==> src/rtl/mult_div_unit.sv <==
// rtl/mult_div_unit.sv - iterative 32-bit signed multiply/divide engine
// Optional MD_UNSIGNED_EN adds is_unsigned for MULTU/DIVU operation.
module mult_div_unit #(
  parameter int WIDTH = 32,
  parameter int CNT_W = 6
) (
  input  logic             CLK,
  input  logic             RST,
  input  logic             mult_start,
  input  logic             div_start,
`ifdef MD_UNSIGNED_EN
  input  logic             is_unsigned,
`endif
  input  logic [WIDTH-1:0] operand_a,
  input  logic [WIDTH-1:0] operand_b,
  output logic [WIDTH-1:0] hi_out,
  output logic [WIDTH-1:0] lo_out,
  output logic             mult_div_done,
  output logic             busy,
  output logic             div_zero
);

  typedef enum logic [1:0] {IDLE, RUN, FIX} state_t;

  state_t             state, state_nxt;
  logic [WIDTH:0]     acc;
  logic [WIDTH-1:0]   low, opm;
  logic [CNT_W-1:0]   cnt;
  logic               sign_a, sign_b, is_div, dz;

  logic               start, start_div, uns, neg_a, neg_b, b_zero;
  logic [WIDTH-1:0]   abs_a, abs_b;
  logic [WIDTH:0]     mult_sum, div_rem;
  logic [WIDTH+1:0]   div_diff;
  logic [2*WIDTH-1:0] prod, prod_fix;
  logic [WIDTH-1:0]   quot_fix, rem_fix;

  assign start     = mult_start | div_start;
  assign start_div = div_start & ~mult_start;
  assign b_zero    = (operand_b == '0);
`ifdef MD_UNSIGNED_EN
  assign uns = is_unsigned;
`else
  assign uns = 1'b0;
`endif

  // Unsigned mode forces the signs to 0, so magnitude and sign fix become no-ops.
  assign neg_a = operand_a[WIDTH-1] & ~uns;
  assign neg_b = operand_b[WIDTH-1] & ~uns;
  assign abs_a = neg_a ? -operand_a : operand_a;
  assign abs_b = neg_b ? -operand_b : operand_b;

  // acc holds the multiply upper half (with carry) or the division remainder.
  assign mult_sum = acc + {1'b0, (low[0] ? opm : {WIDTH{1'b0}})};
  assign div_rem  = {acc[WIDTH-1:0], low[WIDTH-1]};
  assign div_diff = {1'b0, div_rem} - {2'b00, opm};

  assign prod     = {acc[WIDTH-1:0], low};
  assign prod_fix = (sign_a ^ sign_b) ? -prod : prod;
  assign quot_fix = (sign_a ^ sign_b) ? -low : low;
  assign rem_fix  = sign_a ? -acc[WIDTH-1:0] : acc[WIDTH-1:0];

  always_ff @(posedge CLK or negedge RST) begin
    if (!RST) state <= IDLE;
    else      state <= state_nxt;
  end

  always_comb begin
    state_nxt = state;
    case (state)
      IDLE: if (start) state_nxt = (start_div && b_zero) ? FIX : RUN;
      RUN:  if (cnt == CNT_W'(1)) state_nxt = FIX;
      FIX:  state_nxt = IDLE;
      default: state_nxt = IDLE;
    endcase
  end

  always_ff @(posedge CLK or negedge RST) begin
    if (!RST) begin
      acc <= '0; low <= '0; opm <= '0; cnt <= '0;
      sign_a <= 1'b0; sign_b <= 1'b0; is_div <= 1'b0; dz <= 1'b0;
      hi_out <= '0; lo_out <= '0;
      mult_div_done <= 1'b0; busy <= 1'b0; div_zero <= 1'b0;
    end else begin
      mult_div_done <= 1'b0;
      div_zero      <= 1'b0;
      case (state)
        IDLE: if (start) begin
          is_div <= start_div;
          sign_a <= neg_a;
          sign_b <= neg_b;
          dz     <= start_div && b_zero;
          acc    <= '0;
          cnt    <= CNT_W'(WIDTH);
          busy   <= 1'b1;
          if (start_div) begin
            // Divide by zero keeps the raw dividend so it can be returned in hi.
            low <= b_zero ? operand_a : abs_a;
            opm <= abs_b;
          end else begin
            low <= abs_b;
            opm <= abs_a;
          end
        end
        RUN: begin
          cnt <= cnt - CNT_W'(1);
          if (is_div) begin
            acc <= div_diff[WIDTH+1] ? div_rem : div_diff[WIDTH:0];
            low <= {low[WIDTH-2:0], ~div_diff[WIDTH+1]};
          end else begin
            {acc, low} <= {mult_sum, low} >> 1;
          end
        end
        FIX: begin
          busy          <= 1'b0;
          mult_div_done <= 1'b1;
          if (dz) begin
            hi_out   <= low;
            lo_out   <= '1;
            div_zero <= 1'b1;
          end else if (is_div) begin
            hi_out <= rem_fix;
            lo_out <= quot_fix;
          end else begin
            {hi_out, lo_out} <= prod_fix;
          end
        end
        default: ;
      endcase
    end
  end

endmodule
==> config.mk <==
export PLATFORM = sky130hd
export DESIGN_NAME = mult_div_unit
export DESIGN_NICKNAME = d
export VERILOG_FILES = /design/src/rtl/mult_div_unit.sv
export SDC_FILE = /design/constraint.sdc
export NUM_CORES = 1
export LEC_CHECK = 0
export ABC_AREA = 1
export CORE_MARGIN = 3
export CORE_UTILIZATION = 50
export DETAILED_ROUTE_END_ITERATION = 12
export MAX_ROUTING_LAYER = met4
export PLACE_DENSITY = 0.7
export REMOVE_ABC_BUFFERS = 1
export SLEW_MARGIN = 5
export SYNTH_ARGS = -nofsm -noshare
export SYNTH_HDL_FRONTEND = slang
export SYNTH_SLANG_ARGS = --single-unit
==> constraint.sdc <==
create_clock -name CLK -period 3.8 [get_ports CLK]
set_input_delay 0.38 -clock CLK [delete_from_list [all_inputs] [get_ports CLK]]
set_output_delay 0.38 -clock CLK [all_outputs]
set_load 0.01 [all_outputs]
---- Word level (Yosys, flattened, before mapping) ----
Index checks and enable logic that the tools add are counted.
storage, ports and cells
  bits in registers ....................... 176
  input bits .............................. 68
  output and inout port bits .............. 67
cells by class
  $add $sub $neg .......................... 8
  eq/ne operators ......................... 5
  muxes and demuxes ....................... 31
  bitwise logic cells ..................... 5
  reductions and logical operators ........ 9
operators by type and width
  kind                                                                    number
  32-bit 2-to-1 mux                                                       14
  32-bit negation                                                         4
  33-bit 2-to-1 mux                                                       3
  33-bit case mux with 2 select lines                                     1
  64-bit 2-to-1 mux                                                       1
  64-bit negation                                                         1
  32-bit case mux with 2 select lines                                     1
  33-bit by 32-bit subtractor with 34-bit output                          1
  33-bit by 32-bit adder with 33-bit output                               1
  32-bit zero test                                                        1
  6-bit case mux with 2 select lines                                      1
  2-bit AND reduction                                                     4
  6-bit by 1-bit equality test with 1-bit output (second input constant)  1
  2-bit 2-to-1 mux                                                        3
  6-bit 2-to-1 mux                                                        1
  6-bit by 1-bit subtractor with 6-bit output (second input constant)     1
  1-bit 2-to-1 mux                                                        4
  2-bit inequality test (second input constant)                           2
  2-bit case mux with 2 select lines                                      1
  2-bit nonzero test                                                      2
  2-bit by 1-bit equality test with 1-bit output (second input constant)  1
  2-bit equality test (second input constant)                             1
  2-bit zero test                                                         1
  1-bit inverter                                                          2
  5 further kinds                                                         5

---- Logic depth before layout (Yosys ltp) ----
Gate-level depths: netlist (run 1).
  depth in word-level cells ............... 6
  gate-level depth with buffers ........... 21
  gate-level depth less buffers ........... 19

---- Worst setup path after synthesis (run 1) ----
OpenSTA, ideal clock, no wires.
  kind .................................... flip-flop to flip-flop
  from .................................... reg low[0]
  to ...................................... reg acc[31]
  setup time .............................. 116 ps
  data arrival time ....................... 2468 ps
  setup slack ............................. 1216 ps
  stages on the path, launching flop included .. 22
  path through ............................ dfrtp_1 -> clkbuf_1 -> clkbuf_1 -> nand2_1 -> inv_1 -> ha_1 -> inv_1 -> fa_1 -> inv_1 -> nand3_1 -> nand3_1 -> nand2_1 -> nand2_1 -> nand3_1 -> nand2_1 -> nand2_1 -> nand2_1 -> nand2_1 -> nand3_1 -> nand2_1 -> nand2_1 -> nand2_1
between the ends
  cells in the longest elaborated chain, start to end .. 4
RTL lines
  what                                       RTL line  text
  from (decl)                                27        logic [WIDTH-1:0] low, opm;
  from (signal assigned)                     98        low <= b_zero ? operand_a : abs_a;
  from (signal assigned)                     101       low <= abs_b;
  from (signal assigned)                     109       low <= {low[WIDTH-2:0], ~div_diff[WIDTH+1]};
  32-bit 2-to-1 mux                          54        assign mult_sum = acc + {1'b0, (low[0] ? opm : {WIDTH{1'b0}})};
  33-bit by 32-bit adder with 33-bit output  54
  33-bit 2-to-1 mux                          107       if (is_div) begin
  33-bit case mux with 2 select lines        87        case (state)
  to (signal assigned)                       108       acc <= div_diff[WIDTH+1] ? div_rem : div_diff[WIDTH:0];
  to (signal assigned)                       111       {acc, low} <= {mult_sum, low} >> 1;
  to (decl)                                  26        logic [WIDTH:0] acc;
No other way between the ends.
A chain may end at the register's enable or synchronous reset.

---- Final worst setup path (run 1) ----
  from .................................... reg acc[20]
  to ...................................... reg acc[2]
between the ends
  cells in the longest elaborated chain, start to end .. 4
RTL lines
  what                                            RTL line  text
  33-bit by 32-bit subtractor with 34-bit output  56        assign div_diff = {1'b0, div_rem} - {2'b00, opm};
  33-bit 2-to-1 mux                               108
  33-bit 2-to-1 mux                               107
  33-bit case mux with 2 select lines             87
No other way between the ends.

==> run metrics, run 1 <==
Pwr Total=12730 uW; horizontal die dimension=197.6 um; Setup TNS Final=0 ns; Max Clock Skew=0.02001 ns; number of distinct standard cells referenced by the synthesized netlist=54; clk slew on worst S/H paths=0.09 ns; Synth async-reset ratio=100.0%; reported net switching power=7086 uW; switching part of the total=55.65%; register area share after synthesis=24.00%; number of inserted filler cells in the final layout=3551; wire length reported by the detailed router=80080 um; 1st-iter DRT viols=2805; layout cell share with drive strength beyond 1=4.530%; DP Wirelength=64220 um; Worst IR Drop VDD=0.4404 mV; Logic pwr share=61.3%; Crit Path Class=register to register; residual overflow from global routing=0; clock insertion delay at the later pin of the skew report=0.48 ns; Vias=22040; antenna violations before repair=2; buffer type at the clock tree root=sky130_fd_sc_hd__clkbuf_16; Total Nets Final=3416; number of I/O port buffers=134; count of endpoints failing hold in the final timing report=16; area of the core region=35830 um2; total iterations of the first detailed-routing run=7; TritonCTS clock tree=done; reported max-cap violation count=0; I/O pin cnt=135; most used flip-flop cell after synthesis=sky130_fd_sc_hd__dfrtp_1; critical path endpoint category=register; global-route wire length before repair=121200 um; post-synthesis average cell area=5.790 um2; Fmax=0.3399 GHz; yosys synthesis warning count=0; number of setup violations in the final report=0; FP Rows=69; share of total power in sequential cells=23.3%; Tot GR Track Use=41.92%; power per cell area=610.7 nW/um2; max_slew headroom=39.21%; clock power share=15.4%; quantity of hold-fixing buffers added after cts=0; WL per Instance=21.33 um; number of vias per cell=5.871; largest net degree at the start of global routing=85; clock buffers created by TritonCTS=17; gate count of the mapped netlist=3169; length in cells of the worst reg-to-reg path=11; final-layout worst hold slack=-0.02867 ns; class of the tightest hold or removal check=input port to async pin; post-placement cell area=20210 um2; Data required, critical path=4.18 ns; outcome=finished, violations left; violated checks=hold timing; EDFF count, synth=0; final cycle utilization of the critical path=77.43%; antenna viol nets, final=0; full die area=39030 um2; Min Clock Period, post-route=2.942 ns; Num Clock Sinks=176; critical path launch point type=register; post-route cell area=20850 um2; Final Max Tran Viols=0; layout-stage area growth over the synthesis result=13.63%; CTS resizes=0; GP Congestion=1.083; critical path peak fanout=20; CTS HTree Levels=4; setup repair after global routing missed its margin=no; data arrival time of the worst path=3.32 ns; leakage power=0.01089 uW; reg-to-reg setup timing slack=0.86 ns; Clock Tree Buf Depth=2; Die Height=197.6 um; Post-route DRC=0; Worst-Margin Slew=0.9118 ns; vias in the first global route=20620; post-synthesis cell area=18350 um2; post-synthesis register bit count=176; starting density of the core=51.21%; total internal power=5646 uW; buffers inserted by post-CTS timing repair=0
[cell families (layout without fill, tap and decap cells)]
kind of cell,Yosys count,in the layout,share of synthesized area (%)
simple gates,1866,1866,42.91
buf+inv,597,717,12.64
compound gates,388,388,12.10
flops,176,176,24.00
fa+ha+maj,72,72,4.992
xor+xnor,68,68,3.246
mux,2,2,0.1091
other cells,0,4,0
[synth_stat cells (13+ instances only)]
library cell / instances / share of area [%]
sky130_fd_sc_hd__a21oi_1: 128 / 3.5
sky130_fd_sc_hd__a31oi_1: 18 / 0.61
sky130_fd_sc_hd__buf_2: 19 / 0.52
sky130_fd_sc_hd__clkbuf_1: 61 / 1.2
sky130_fd_sc_hd__dfrtp_1: 176 / 24
sky130_fd_sc_hd__ha_1: 70 / 4.8
sky130_fd_sc_hd__inv_1: 494 / 10
sky130_fd_sc_hd__nand2_1: 1071 / 22
sky130_fd_sc_hd__nand3_1: 316 / 8.6
sky130_fd_sc_hd__nand3b_1: 18 / 0.74
sky130_fd_sc_hd__nand4_1: 59 / 2.0
sky130_fd_sc_hd__nor2_1: 315 / 6.4
sky130_fd_sc_hd__nor2_2: 16 / 0.55
sky130_fd_sc_hd__nor3_1: 24 / 0.65
sky130_fd_sc_hd__o211ai_1: 23 / 0.94
sky130_fd_sc_hd__o21ai_0: 145 / 4.0
sky130_fd_sc_hd__o21bai_1: 21 / 0.86
sky130_fd_sc_hd__o221ai_1: 13 / 0.62
sky130_fd_sc_hd__or2_2: 17 / 0.58
sky130_fd_sc_hd__xnor2_1: 19 / 0.91
sky130_fd_sc_hd__xor2_1: 49 / 2.3
[per-stage QoR]
step | setup slack, ns | instances | util, %
finish | 0.8578 | 3754 | 58.19
global route | 0.6027 | 3754 | 58.19
CTS | 0.8952 | 3750 | 58.16
detailed placement | 0.5775 | 3718 | 56.40
global placement | 0.6305 | 3718 | 56.40
floorplan | -0.1044 | 3075 | -
[routing by layer]
metal  vias up  share of wire [%]  GRT usage, %
met5         -                  0             -
met4         0                5.5         19.74
met3       257                 12         8.085
met2      1400                 43         63.10
met1     10110                 40         54.60
li1      10270                  -             -
[registers in the layout (all words and copies together) (netlist names)]
| register | cells |
|---|---|
| busy | 1 |
| opm | 32 |
| state | 2 |
| low | 32 |
| sign_b | 1 |
| hi_out | 32 |
| lo_out | 32 |
| is_div | 1 |
| dz | 1 |
| div_zero | 1 |
| sign_a | 1 |
| acc | 33 |
| mult_div_done | 1 |
| cnt | 6 |
[area by class of cell]
class                   count  area (um2)  area share [%]
diodes                      4       10.01         0.04801
well taps                 461       576.8           2.767
multi-input cells        2396       11630           55.81
clock inverters            15       205.2          0.9842
flip-flops and latches    176        4405           21.13
inverters                 503        1888           9.056
repair buffers            182        1703           8.168
clock buffers              17       425.4           2.040
[power by group through the flow]
stage / logic, uW / clock network, uW / registers (uW)
after global routing: 8630 / 2020 / 2950
after detailed placement: 7540 / 0 / 2940
after CTS: 7590 / 1960 / 2900
after floorplan: 5110 / 0 / 2620
after global placement: 7480 / 0 / 2930
final: 7810 / 1960 / 2960
[placed cells by master, fill, tap and decap left out, types with 3 or more instances in the layout]
cell type / instances
sky130_fd_sc_hd__o21ai_1: 4
sky130_fd_sc_hd__a22oi_1: 7
sky130_fd_sc_hd__nand3b_1: 18
sky130_fd_sc_hd__nand2_2: 5
sky130_fd_sc_hd__a31oi_1: 18
sky130_fd_sc_hd__dfrtp_1: 175
sky130_fd_sc_hd__nor2_2: 17
sky130_fd_sc_hd__a21oi_1: 128
sky130_fd_sc_hd__o21ai_0: 145
sky130_fd_sc_hd__buf_4: 48
sky130_fd_sc_hd__clkinv_8: 4
sky130_fd_sc_hd__clkdlybuf4s50_1: 133
sky130_fd_sc_hd__inv_2: 9
sky130_fd_sc_hd__ha_1: 70
sky130_fd_sc_hd__xnor2_1: 19
sky130_fd_sc_hd__o211ai_1: 23
sky130_fd_sc_hd__and2_1: 5
sky130_fd_sc_hd__o22a_1: 3
sky130_fd_sc_hd__xor2_1: 49
sky130_fd_sc_hd__nor2_1: 313
sky130_fd_sc_hd__clkbuf_16: 17
sky130_fd_sc_hd__inv_8: 4
sky130_fd_sc_hd__o21ai_2: 4
sky130_fd_sc_hd__inv_1: 494
sky130_fd_sc_hd__nand3_1: 316
sky130_fd_sc_hd__nand4_1: 59
sky130_fd_sc_hd__or2_2: 17
sky130_fd_sc_hd__diode_2: 4
sky130_fd_sc_hd__nor2_4: 5
sky130_fd_sc_hd__o21bai_1: 21
sky130_fd_sc_hd__o221ai_1: 13
sky130_fd_sc_hd__nor3_1: 24
sky130_fd_sc_hd__nand2_1: 1071
sky130_fd_sc_hd__or2_1: 3
sky130_fd_sc_hd__nor4_1: 3
sky130_fd_sc_hd__o22ai_1: 12
[critical path, cell delays in order (launching register included)]
cell and delay [ns]:
sky130_fd_sc_hd__dfrtp_1 0.63, sky130_fd_sc_hd__ha_1 0.52, sky130_fd_sc_hd__nand2_1 0.12, sky130_fd_sc_hd__nor2_1 0.20, sky130_fd_sc_hd__nand2_1 0.14, sky130_fd_sc_hd__nor2_1 0.15
sky130_fd_sc_hd__nand2_2 0.24, sky130_fd_sc_hd__a21oi_2 0.19, sky130_fd_sc_hd__buf_4 0.27, sky130_fd_sc_hd__o21ai_0 0.22, sky130_fd_sc_hd__nand3_1 0.12, sky130_fd_sc_hd__nand2_1 0.05
[final timing paths]
check | startpoint | end
min in group CLK | cnt[5]$_DFFE_PN0P_ | cnt[5]$_DFFE_PN0P_
max reg2reg | acc[20]$_DFFE_PN0P_ | acc[2]$_DFFE_PN0P_
max in group asynchronous | RST | low[29]$_DFFE_PN0P_
max | acc[20]$_DFFE_PN0P_ | acc[2]$_DFFE_PN0P_
min reg2reg | cnt[5]$_DFFE_PN0P_ | cnt[5]$_DFFE_PN0P_
min | RST | hi_out[6]$_DFFE_PN0P_
No activity file was read; power rests on OpenSTA's default activity.
==> inputs of run 2 (changes only) <==
--- a/config.mk
+++ b/config.mk
@@ -10,7 +10,7 @@
 export CORE_UTILIZATION = 50
 export DETAILED_ROUTE_END_ITERATION = 12
 export MAX_ROUTING_LAYER = met4
-export PLACE_DENSITY = 0.7
+export PLACE_DENSITY = 0.72
 export REMOVE_ABC_BUFFERS = 1
 export SLEW_MARGIN = 5
 export SYNTH_ARGS = -nofsm -noshare
==> constraint.sdc (replaced) <==
create_clock -name CLK -period 2.4 [get_ports CLK]
set_input_delay 0.24 -clock CLK [delete_from_list [all_inputs] [get_ports CLK]]
set_output_delay 0.24 -clock CLK [all_outputs]
set_load 0.01 [all_outputs]
==> run 2 against run 1 <==
  * The flow finishes with violations (setup timing)
  * Via count increased by 7.2%
  * Flip-flop and latch count did not move
  * Wire length grew 3.9%
  * Hold slack better by 0.30 ns
  * Worst setup slack worse by 0.93 ns
  * Largest cell class unchanged
  * Highest routed layer unchanged
==> run metrics, run 2 (synthesized netlist as in run 1, its figures left out) <==
antenna viol nets, final=0 (unchanged); DP Wirelength=67310 um (+4.8%); layout cell share with drive strength beyond 1=17.61% (+13 points); Final Max Tran Viols=0 (unchanged); reported max-cap violation count=0 (unchanged); violated checks=setup timing; WL per Instance=20.45 um (-4.1%); commonest non-fill, non-tap cell in the layout=sky130_fd_sc_hd__nand2_1; number of inserted filler cells in the final layout=3256 (-8.3%); Data required, critical path=2.75 ns (-1.43 ns); crit-path max cell delay=0.43 ns (-0.20 ns); area of the core region=35830 um2 (unchanged); Total Nets Final=3732 (+9.3%); buffer type at the clock tree root=sky130_fd_sc_hd__clkbuf_16; switching part of the total=50.94% (-4.7 points); GP Congestion=1.106 (+2.1%); critical path endpoint category=register; Pwr Total=24720 uW (+94%); total internal power=12130 uW (+110%); wire length reported by the detailed router=83240 um (+3.9%); Crit-path slowest cell=sky130_fd_sc_hd__dfrtp_1; max_slew headroom=52.02% (+13 points); cell type group with the largest total delay on the critical path=simple AND/OR/NAND/NOR gates; Min Clock Period, post-route=2.477 ns (-0.4656 ns); reg-to-reg setup timing slack=-0.08 ns (-0.93 ns); clock insertion delay at the later pin of the skew report=0.47 ns (about the same); global-route wire length before repair=126100 um (+4.0%); antenna violations before repair=1 (-1); Num Clock Sinks=176 (unchanged); clock power share=12.8% (-2.6 points); final cycle utilization of the critical path=103.2% (+26 points); length in cells of the worst reg-to-reg path=17 (+6); number of buffer and inverter stages on the critical path=5 (+4); setup repair after global routing missed its margin=yes; FP Rows=69 (unchanged); starting density of the core=51.21% (unchanged); outcome=finished, violations left; horizontal die dimension=197.6 um (unchanged); number of I/O port buffers=134 (unchanged); post-route non-filler standard cell count=4070 (+8.4%); Vias=23630 (+7.2%); count of endpoints failing hold in the final timing report=0 (-16); Setup TNS Final=-0.4179 ns (-0.4179 ns); 1st-iter DRT viols=2903 (+3.5%); class of the tightest hold or removal check=input port to async pin; Worst-Margin Slew=0.7189 ns (-0.1929 ns); critical path peak fanout=20 (unchanged); CP most frequent cell=sky130_fd_sc_hd__nand2_1; crit path from=low[0]$_DFFE_PN0P_; I/O pin cnt=135 (unchanged); most used cells in the layout excluding fill and tap cells=sky130_fd_sc_hd__nand2_1 (1031), sky130_fd_sc_hd__inv_1 (480), sky130_fd_sc_hd__buf_4 (351), sky130_fd_sc_hd__nand3_1 (304), sky130_fd_sc_hd__nor2_1 (280); CTS HTree Levels=4 (unchanged); Tot GR Track Use=43.16% (+1.2 points); number of vias per cell=5.806 (-1.1%); Clock Tree Buf Depth=2 (unchanged); Crit Path Class=register to register; residual overflow from global routing=0 (unchanged); CP endpoint=acc[26]$_DFFE_PN0P_; power per cell area=1020 nW/um2 (+67%); reported net switching power=12590 uW (+78%); end of the worst register-to-register path=acc[26]$_DFFE_PN0P_; Post-route DRC=0 (unchanged); full die area=39030 um2 (unchanged); Die Height=197.6 um (unchanged); leakage power=0.01255 uW (+15%); Sequential cell area=4420 um2 (+0.34%); largest net degree at the start of global routing=73 (-14%); r2r startpoint=low[0]$_DFFE_PN0P_; Worst IR Drop VDD=0.7101 mV (+61%); Core Util, Final=67.62% (+9.4 points); register ranked first by flip-flop count=acc; clock buffers created by TritonCTS=17 (unchanged); total iterations of the first detailed-routing run=8 (+1); TritonCTS clock tree=done; vias in the first global route=22230 (+7.8%); cell count after placement=4007 (+7.8%); number of setup violations in the final report=13 (+13); multi-input logic area=12460 um2 (+7.1%); critical path, cell by cell=buf_12 > buf_8 > nand2_1 > inv_1 > ha_4 > buf_4 > nand2_2 > nor2_2 > nand2_1 > nor3_2 > nand2_1 > nand3_1 > nand3_1 > nand2_1 > inv_1 > nand2_1 > nand2_1; layout-stage area growth over the synthesis result=32.04%; clk slew on worst S/H paths=0.08 ns (about the same); Max Clock Skew=0.01793 ns (-0.002086 ns); final-layout worst hold slack=0.2750 ns (+0.3037 ns); number of stages on the worst setup path=17 (+6); smallest setup slack after layout=-0.07662 ns (-0.9344 ns); number of flip-flops in the largest register=33 (unchanged); share of total power in sequential cells=17.7% (-5.6 points); Logic pwr share=69.5% (+8.2 points); Fmax=0.4038 GHz (+19%); critical path launch point type=register; data arrival time of the worst path=2.83 ns (-0.49 ns)
-- run 2: changes by cell type in the layout (fill, tap and decap cells not counted), sizes merged --
cell / previous run / this run
dlygate4sd3: 0 / 1
clkinvlp: 2 / 1
buf: 49 / 364
inv: 511 / 508
bufinv: 1 / 2
clkinv: 4 / 7
-- run 2: worst min-delay path by stage --
stage / end / slack, ns
after floorplan: acc[0]$_DFFE_PN0P_ / -0.06
after global placement: hi_out[18]$_DFFE_PN0P_ / 0.20
after global routing: hi_out[18]$_DFFE_PN0P_ / 0.32
after CTS: hi_out[18]$_DFFE_PN0P_ / 0.28
final: hi_out[8]$_DFFE_PN0P_ / 0.28
after detailed placement: hi_out[18]$_DFFE_PN0P_ / 0.21
-- run 2: layout make-up --
cell class              count  area share [%]
diodes                      4         0.04132
clock buffers              17           1.756
clock inverters            15          0.9089
inverters                 503           7.793
multi-input cells        2396           51.44
flip-flops and latches    176           18.25
well taps                 461           2.381
repair buffers            498           17.43
-- run 2: layer usage --
| layer | up-vias | GRT usage, % | wire length, um | share of wire (%) |
|---|---|---|---|---|
| met5 | - | - | 0 | 0 |
| li1 | 10920 | - | - | - |
| met4 | 0 | 20.84 | 5239 | 6.3 |
| met1 | 10860 | 55.42 | 32150 | 39 |
| met3 | 292 | 8.204 | 9444 | 11 |
| met2 | 1561 | 65.74 | 36400 | 44 |
-- run 2: worst register-to-register path: stages (launching register included) --
cell and delay, ns:
sky130_fd_sc_hd__dfrtp_1 0.43, sky130_fd_sc_hd__buf_12 0.18, sky130_fd_sc_hd__buf_8 0.16, sky130_fd_sc_hd__nand2_1 0.08, sky130_fd_sc_hd__inv_1 0.07, sky130_fd_sc_hd__ha_4 0.28, sky130_fd_sc_hd__buf_4 0.12, sky130_fd_sc_hd__nand2_2 0.10
sky130_fd_sc_hd__nor2_2 0.16, sky130_fd_sc_hd__nand2_1 0.12, sky130_fd_sc_hd__nor3_2 0.12, sky130_fd_sc_hd__nand2_1 0.11, sky130_fd_sc_hd__nand3_1 0.11, sky130_fd_sc_hd__nand3_1 0.11, sky130_fd_sc_hd__nand2_1 0.09, sky130_fd_sc_hd__inv_1 0.04
sky130_fd_sc_hd__nand2_1 0.05, sky130_fd_sc_hd__nand2_1 0.05
-- run 2: metrics by stage --
step / cell area, um2 / setup WS [ns]
final: 24230 / -0.07662
after detailed placement: 22510 / -0.2723
after floorplan: 17920 / -1.364
after global placement: 22510 / -0.2233
after global routing: 24230 / -0.2341
after CTS: 23570 / -0.02067
-- run 2: timing repair --
item                                   CTS  global route
hold buffers                             1             0
setup endpoints to repair               28            52
endpoints found under the hold margin   36             0
setup buffers                            6            20
resized for setup                       73           123
pin swaps                               16            13
-- run 2: power by group through the flow --
stage,logic [uW],registers [uW],clock network [uW]
after global placement,14700,4300,0
final,17200,4380,3170
after floorplan,8090,4150,0
after global routing,18600,4390,3250
after detailed placement,15000,4310,0
after CTS,15700,4280,3140
